## config.mk

```make
export PLATFORM = sky130hd
export DESIGN_NAME = prefetch_unit
export DESIGN_NICKNAME = d
export VERILOG_FILES = /design/src/rtl/prefetch_unit.sv
export SDC_FILE = /design/constraint.sdc
export NUM_CORES = 1
export LEC_CHECK = 0
export ABC_AREA = 1
export CAP_MARGIN = 10
export CORE_MARGIN = 2
export CORE_UTILIZATION = 37
export CTS_BUF_LIST = sky130_fd_sc_hd__clkbuf_16
export CTS_CLUSTER_SIZE = 24
export DETAILED_ROUTE_END_ITERATION = 7
export GPL_TIMING_DRIVEN = 0
export PLACE_DENSITY_LB_ADDON = 0.25
export SLEW_MARGIN = 5
export SYNTH_ARGS = -nofsm -noshare
export SYNTH_HDL_FRONTEND = slang
export SYNTH_SLANG_ARGS = --single-unit
```

## constraint.sdc

```tcl
create_clock -name clk -period 7.1 [get_ports clk]
set_input_delay 1.065 -clock clk [delete_from_list [all_inputs] [get_ports clk]]
set_output_delay 1.065 -clock clk [all_outputs]
set_load 0.005 [all_outputs]
```

## src/rtl/prefetch_unit.sv

```systemverilog
`default_nettype none
// ============================================================================
// Module   : prefetch_unit
// Purpose  : Instruction prefetch queue. Streams sequential reads from a
//            one-cycle-latency instruction memory into a small FIFO that
//            feeds decode, with branch redirect and program-download
//            suspension.
// Ports    : clk, reset_n          - clock, synchronous active-low reset
//            download_program     - suspends fetching, empties the queue
//            mem_rd_en/mem_index  - memory read request and index
//            mem_data             - read data, one cycle after the request
//            instr_valid/ready    - decode handshake for the queue head
//            instr/instr_index    - head instruction and its index
//            branch_valid/delta   - redirect relative to last accepted index
//            occupancy            - number of queued entries
// Revision : 1.0 - initial release
// ============================================================================
module prefetch_unit #(
    parameter int IDX_W      = 32,
    parameter int INSTR_W    = 16,
    parameter int DEPTH      = 4,
    parameter int SWAP_BYTES = 1
) (
    input  logic                     clk,
    input  logic                     reset_n,
    input  logic                     download_program,
    output logic                     mem_rd_en,
    output logic [IDX_W-1:0]         mem_index,
    input  logic [INSTR_W-1:0]       mem_data,
    output logic                     instr_valid,
    input  logic                     instr_ready,
    output logic [INSTR_W-1:0]       instr,
    output logic [IDX_W-1:0]         instr_index,
    input  logic                     branch_valid,
    input  logic [IDX_W-1:0]         branch_delta,
    output logic [$clog2(DEPTH):0]   occupancy
);

    localparam int PTR_W = $clog2(DEPTH);
    localparam int NB    = INSTR_W / 8;
    localparam logic [PTR_W+1:0] DEPTH_V = (PTR_W+2)'(DEPTH);

    typedef enum logic [0:0] {
        RUN  = 1'b0,
        LOAD = 1'b1
    } state_t;

    state_t                 state;
    logic [IDX_W-1:0]       fetch_idx;
    logic [IDX_W-1:0]       base_idx;
    logic [IDX_W-1:0]       inflight_idx;
    logic                   inflight;
    logic [PTR_W-1:0]       rd_ptr;
    logic [PTR_W-1:0]       wr_ptr;
    logic [PTR_W:0]         count;
    logic [INSTR_W-1:0]     q_data [DEPTH];
    logic [IDX_W-1:0]       q_idx  [DEPTH];

    logic [INSTR_W-1:0]     swapped;
    logic [PTR_W+1:0]       pending;
    logic                   handshake;

    // Byte order of each memory word is fixed at elaboration time.
    generate
        if (SWAP_BYTES != 0) begin : g_swap
            for (genvar k = 0; k < NB; k++) begin : g_byte
                assign swapped[8*k +: 8] = mem_data[8*(NB-1-k) +: 8];
            end
        end else begin : g_noswap
            assign swapped = mem_data;
        end
    endgenerate

    // Slots already committed: queued entries plus the read still in flight.
    assign pending = {1'b0, count} + (PTR_W+2)'(inflight);

    // Reset is folded in so no request is issued while reset is held.
    assign mem_rd_en = reset_n && (state == RUN) && !download_program &&
                       !branch_valid && (pending < DEPTH_V);
    assign mem_index = fetch_idx;

    // Hidden as soon as a download starts, before the flush takes effect.
    assign instr_valid = (count != '0) && (state == RUN) && !download_program;
    assign handshake   = instr_valid && instr_ready && !branch_valid;

    assign instr       = q_data[rd_ptr];
    assign instr_index = q_idx[rd_ptr];
    assign occupancy   = count;

    always_ff @(posedge clk) begin
        if (!reset_n) begin
            state        <= RUN;
            fetch_idx    <= '0;
            base_idx     <= '0;
            inflight     <= 1'b0;
            inflight_idx <= '0;
            rd_ptr       <= '0;
            wr_ptr       <= '0;
            count        <= '0;
            for (int i = 0; i < DEPTH; i++) begin
                q_data[i] <= '0;
                q_idx[i]  <= '0;
            end
        end else if (state == LOAD) begin
            // Hold everything empty; restart from index 0 on exit.
            rd_ptr    <= '0;
            wr_ptr    <= '0;
            count     <= '0;
            inflight  <= 1'b0;
            fetch_idx <= '0;
            if (!download_program) begin
                state <= RUN;
            end
        end else if (download_program) begin
            state     <= LOAD;
            rd_ptr    <= '0;
            wr_ptr    <= '0;
            count     <= '0;
            inflight  <= 1'b0;
            fetch_idx <= '0;
        end else if (branch_valid) begin
            // Flush queue and drop the outstanding read; the returning
            // mem_data is never captured because inflight is cleared.
            rd_ptr    <= '0;
            wr_ptr    <= '0;
            count     <= '0;
            inflight  <= 1'b0;
            fetch_idx <= base_idx + branch_delta;
        end else begin
            inflight     <= mem_rd_en;
            inflight_idx <= fetch_idx;
            if (mem_rd_en) begin
                fetch_idx <= fetch_idx + IDX_W'(1);
            end
            if (inflight) begin
                q_data[wr_ptr] <= swapped;
                q_idx[wr_ptr]  <= inflight_idx;
                wr_ptr         <= wr_ptr + PTR_W'(1);
            end
            if (handshake) begin
                rd_ptr   <= rd_ptr + PTR_W'(1);
                base_idx <= instr_index;
            end
            case ({inflight, handshake})
                2'b10:   count <= count + (PTR_W+1)'(1);
                2'b01:   count <= count - (PTR_W+1)'(1);
                default: count <= count;
            endcase
        end
    end

endmodule
`default_nettype wire

```

### Yosys cells after proc, flatten, opt, wreduce, memory -nomap -nowiden

Memories as Yosys holds them, arrays and structs flattened. A register that Yosys moved wholly into a read port is not among the register bits.
Cells that the tools add are included.
W data, S select, Z words.

* register bits after elaboration: 105
* bits in writable memories: 192
* output and inout port bits: 85
* logic and storage cells: 64
* memories kept: 2

* add/subtract/negate cells: 7
* order comparisons: 1
* eq/ne operators: 2
* muxes and demuxes: 21
* bitwise gates (word level): 4
* reductions and logical operators: 19

Memories
* q_idx: words 4, bits a word 32, rd ports 1, clocked after memory_dff 1, write ports 4, line 57 `logic [IDX_W-1:0] q_idx [DEPTH];`
* q_data: words 4, bits a word 16, rd ports 1, clocked after memory_dff 1, write ports 4, line 56 `logic [INSTR_W-1:0] q_data [DEPTH];`

Operators with widths (number)
* $mux W32: 3
* $add A32 B1 Y32 const B: 1
* $add A32 B32 Y32: 1
* $reduce_or A32 Y1: 1
* $mux W16: 1
* $reduce_or A16 Y1: 1
* $mux W2: 6
* $mux W1: 10
* $logic_and A1 B1 Y1: 8
* $pmux W3 S2: 1
* $add A2 B1 Y2 const B: 2
* $add A3 B1 Y4: 1
* $lt A4 B3 Y1 const B: 1
* $not A1 Y1: 4
* $reduce_and A4 Y1: 1
* $reduce_bool A2 Y1: 2
* $reduce_or A4 Y1: 1
* $add A3 B1 Y3 const B: 1
* $reduce_and A3 Y1: 1
* $reduce_bool A3 Y1: 1
* $reduce_or A3 Y1: 1
* $sub A3 B1 Y3 const B: 1
* $eq A2 B1 Y1 const B: 1
* $eq A2 B2 Y1 const B: 1
* $logic_not A1 Y1: 2

### Logic depth before layout (Yosys ltp)

* depth in word-level cells: 8
* mapped depth: 15
* depth with buffers taken out: 15

### Worst setup path before layout

Ideal clock, no wire load.

* path kind: input port to flip-flop
* from: in reset_n
* to: mem q_data[2][0], enable pin
* setup time: 520 ps
* arrival: 5229 ps
* required time: 6580 ps
* slack: 1351 ps
* cell stages on the path: 9
* path buffers: 3
* path through: buf_4 nand2_2 inv_2 nand2_2 buf_6 nor2_4 inv_2 buf_2 o21ai_0

RTL lines
* from (decl): line 25 `input logic reset_n,`
* to (decl): line 56

==> impl_metrics.json <==
{
  "outcome": "completed",
  "n_antenna_cell": 0,
  "place_worst_setup_slack_ns": 3.05,
  "final_layout_size_suffix_gt1_share_pct": 6.57,
  "hold_class": "flop to flop",
  "period_needed_ns": 4.33,
  "routabilityCongestion": 0.914,
  "dp.final_hpwl_mm": 37.0,
  "dr_total_vias": 13221,
  "yosys_warnings": 0,
  "synth_cell_area_um2": 15000,
  "place.port_buffers": 135,
  "grt_pass1_wl_mm": 75.4,
  "ctsHtreeMaxLevel": 2,
  "first_global_vias": 12872,
  "report.final.hold_viol_count": 0,
  "tritoncts": "yes",
  "area.growth.synth_to_final_pct": 21.5,
  "post_cts_resized": 0,
  "synth.distinct_cells": 46,
  "drtAntennaViolNets": 0,
  "r2r_start": "occupancy[1]$_SDFFE_PP0P_",
  "place_area_um2": 17100,
  "via_per_inst": 5.22,
  "path_cells": "inv_1 -> clkbuf_1 -> clkbuf_1 -> clkbuf_1 -> o21ai_0 -> o22ai_1 -> clkdlybuf4s50_1",
  "io_pins": 138,
  "critical-path-max-stage-delay_ns": 0.57,
  "wirelength_mm": 49.5,
  "synth_enable_flop_cells": 192,
  "worst_ep_required_time_ns": 6.03,
  "combinational_cell_fraction_of_total_power_pct": 7.2,
  "worst_r2r_setup_slack_ns": 4.23,
  "finalWorstSetupSlack_ns": 2.77,
  "holdBufCountCts": 0,
  "clk_root_buffer_cell": "sky130_fd_sc_hd__clkbuf_16",
  "power.switching_uw": 951,
  "synthesis.nets": 1897,
  "worst_rel_slew_slack_pct": 38.1,
  "crit_path_end_kind": "primary output",
  "hold_path_depth": 2,
  "routed_wire_length_per_instance_um": 19.5,
  "grt_antenna_before_repair": 0,
  "end_of_the_worst_register_to_register_path": "occupancy[2]$_SDFFE_PP0P_",
  "post-cts-setup-buffer-count": 0,
  "floorplan.initialDensity_pct": 37.6,
  "core_region_area_um2": 39900,
  "setup_viol": 0,
  "path_delay_family": "buffers and inverters",
  "synth_area_leader_cell": "sky130_fd_sc_hd__edfxtp_1",
  "avgSynthCellArea_um2": 8.30,
  "die_y_um": 205,
  "firstDrtPassIters": 6,
  "leakagePower_uw": 0.00708,
  "yosys_register_bits": 299,
  "synthFlopType": "sky130_fd_sc_hd__edfxtp_1",
  "timing_worst_slew_pin_value_ns": 0.929,
  "synthesis.instances": 1809,
  "timing.critical_path.fanout_max": 10,
  "clock_pin_slew_worst_setup_and_hold_paths_ns": 0.06,
  "std_cell_rows": 73,
  "filler_cell_count": 3925,
  "layout.nets": 2072,
  "critical_path_buffers_and_inverters": 5,
  "drc": 0,
  "clk-insertion-delay-late_ns": 0.54,
  "drt_iter0_markers": 884,
  "rr_worst_depth": 12,
  "worst-setup-path-type": "flop to primary output",
  "finalMaxSlewViolations": 0,
  "grt_max_degree": 49,
  "tritoncts.num_buffers": 34,
  "power.density_nw_per_um2": 218,
  "sw_frac_of_total_pct": 23.9,
  "setup_total_negative_slack_ns": 0,
  "cts.sink_count": 299,
  "worst_supply_voltage_drop_on_vdd_uv": 175,
  "clkPwrFrac_pct": 44.2,
  "seq_area_frac_synth_pct": 52.7,
  "grt_usage_pct": 23.7,
  "cp-start-kind": "flop",
  "die_footprint_um2": 42200,
  "min_from": "base_idx[14]$_SDFFE_PN0P_",
  "postLayoutCellArea_um2": 18200,
  "gr-total-overflow": 0,
  "ctsLongestPathBuffers": 3,
  "share_of_async_settable_or_async_resettable_flops_after_synthesis_pct": 0,
  "finalCritPeriodShare_pct": 61.0,
  "skew_ns": 0.0255,
  "rsz0062_at_grt": "no",
  "die_width_um": 205,
  "seq_power_share_pct": 48.6,
  "cp.arrival_ns": 3.27,
  "min_to": "base_idx[14]$_SDFFE_PN0P_",
  "timing.fmax_mhz": 231,
  "max_cap_violations": 0,
  "synthDominantCellAreaShare_pct": 38.4,
  "critical_path.slowest_cell": "sky130_fd_sc_hd__clkdlybuf4s50_1",
  "critical-path-top-cell-by-count": "sky130_fd_sc_hd__clkbuf_1",
  "internal-power_uw": 3030,
  "synth.area.top_cells": "sky130_fd_sc_hd__edfxtp_1 (38%), sky130_fd_sc_hd__dfxtp_1 (14%), sky130_fd_sc_hd__nor2_1 (9.3%)"
}
==> power groups by stage <==
stage	Sequential [µW]	Clock, µW	Combinational, µW
6_report	1930	1760	288
5_1_grt	1940	1840	315
4_1_cts	1930	1780	288
3_5_place_dp	1970	0	286
3_3_place_gp	1980	0	278
2_1_floorplan	1960	0	143
==> cell families after synthesis <==
| logic type | count (synthesis) | share of synthesized area, % |
|---|---|---|
| xor gates and xnor gates | 13 | 0.759 |
| DFF | 299 | 52.7 |
| AOI/OAI and AO/OA | 385 | 13.8 |
| adders and majority gates | 35 | 3.02 |
| and+or+nand+nor | 807 | 22.5 |
| buffers and inverters | 270 | 7.27 |
==> cells in the final DEF (no fill, tap or decap), drive strengths merged <==
master / synthesis / routed
or2: 6 / 6
a21boi: 9 / 9
xnor2: 4 / 4
nor3b: 2 / 2
nand2: 256 / 256
o21ai: 195 / 195
o22ai: 48 / 48
o211ai: 3 / 3
xor2: 9 / 9
inv: 177 / 186
a21o: 2 / 2
buf: 32 / 36
o21bai: 3 / 3
fa: 2 / 2
nor3: 70 / 70
nor2: 388 / 388
nand4: 13 / 13
clkinvlp: 0 / 2
nand3: 67 / 67
a21oi: 110 / 110
o211a: 1 / 1
clkbuf: 60 / 95
o31ai: 1 / 1
o221ai: 2 / 2
and2: 1 / 1
clkinv: 1 / 14
a211oi: 3 / 3
o21a: 3 / 3
ha: 33 / 33
and3: 1 / 1
nand3b: 3 / 3
bufinv: 0 / 3
clkdlybuf4s50: 0 / 135
a31oi: 5 / 5
edfxtp: 192 / 192
dfxtp: 107 / 107
==> metrics by stage <==
| stage | hold WS (ns) | power [µW] | util, % | cells |
|---|---|---|---|---|
| 2_1_floorplan | 0.449 | 2100 | - | 1809 |
| 5_1_grt | 0.513 | 4100 | 45.7 | 2535 |
| 6_report | 0.480 | 3980 | 45.7 | 2535 |
| 3_5_place_dp | 0.470 | 2260 | 42.9 | 2473 |
| 4_1_cts | 0.480 | 4000 | 45.7 | 2535 |
| 3_3_place_gp | 0.465 | 2250 | 42.6 | 2469 |
==> flip-flops by register name, summed over array words and instances (netlist names), named ones only <==
| signal | count |
|---|---|
| q_idx | 128 |
| q_data | 64 |
| base_idx | 32 |
| inflight_idx | 32 |
| mem_index | 32 |
| occupancy | 3 |
| rd_ptr | 2 |
| wr_ptr | 2 |
| inflight | 1 |
| state | 1 |
==> worst max path at each step <==
stage / startpoint / to / slack, ns / cells past startpoint
after floorplan: reset_n / q_data[2][0]$_SDFFCE_PN0P_ / 1.35 / 9
after global placement: download_program / q_idx[2][22]$_SDFFCE_PN0P_ / -1.69 / 10
after detailed placement: download_program / q_idx[1][22]$_SDFFCE_PN0P_ / 3.05 / 13
after CTS: flop / instr[12] / 2.72 / 7
after global routing: flop / instr[12] / 2.63 / 7
final: flop / instr[12] / 2.77 / 7
==> metal layers <==
layer	global-route usage (%)	vias up	wire (µm)	share of wire, %
met4	7.50	0	1380	2.8
met5	0	-	0	0
met2	39.5	442	23400	47
met1	32.1	6245	21900	44
li1	-	6456	-	-
met3	2.83	78	2850	5.8
==> cells in the mapped netlist, types with 4 or more instances <==
cell type / count
sky130_fd_sc_hd__nor2_4: 5
sky130_fd_sc_hd__buf_2: 23
sky130_fd_sc_hd__ha_1: 33
sky130_fd_sc_hd__nor3_1: 70
sky130_fd_sc_hd__nor2_1: 370
sky130_fd_sc_hd__o22ai_1: 48
sky130_fd_sc_hd__a21oi_1: 109
sky130_fd_sc_hd__xor2_1: 9
sky130_fd_sc_hd__nand3_2: 4
sky130_fd_sc_hd__a31oi_1: 5
sky130_fd_sc_hd__nand2_1: 252
sky130_fd_sc_hd__nand4_1: 13
sky130_fd_sc_hd__nand2_2: 4
sky130_fd_sc_hd__nand3_1: 63
sky130_fd_sc_hd__buf_6: 5
sky130_fd_sc_hd__nor2_2: 13
sky130_fd_sc_hd__dfxtp_1: 107
sky130_fd_sc_hd__or2_2: 5
sky130_fd_sc_hd__xnor2_1: 4
sky130_fd_sc_hd__edfxtp_1: 192
sky130_fd_sc_hd__o21ai_0: 192
sky130_fd_sc_hd__inv_1: 171
sky130_fd_sc_hd__inv_2: 6
sky130_fd_sc_hd__a21boi_0: 7
sky130_fd_sc_hd__clkbuf_1: 60
==> layout make-up <==
cell class,count,area [µm²],area share [%]
tap,525,657,3.60
sequential,299,7910,43.4
multi-input combinational,1240,6030,33.1
buffer,92,423,2.32
timing repair buffer,139,1440,7.89
clock inverter,27,231,1.27
inverter,178,668,3.66
clock buffer,35,876,4.80
==> tightest hold or removal path: stages, from the launching register on <==
cell and delay, ns:
sky130_fd_sc_hd__dfxtp_1 0.32, sky130_fd_sc_hd__nand2_1 0.06, sky130_fd_sc_hd__a21oi_1 0.05
No activity file was read; power rests on OpenSTA's default activity.
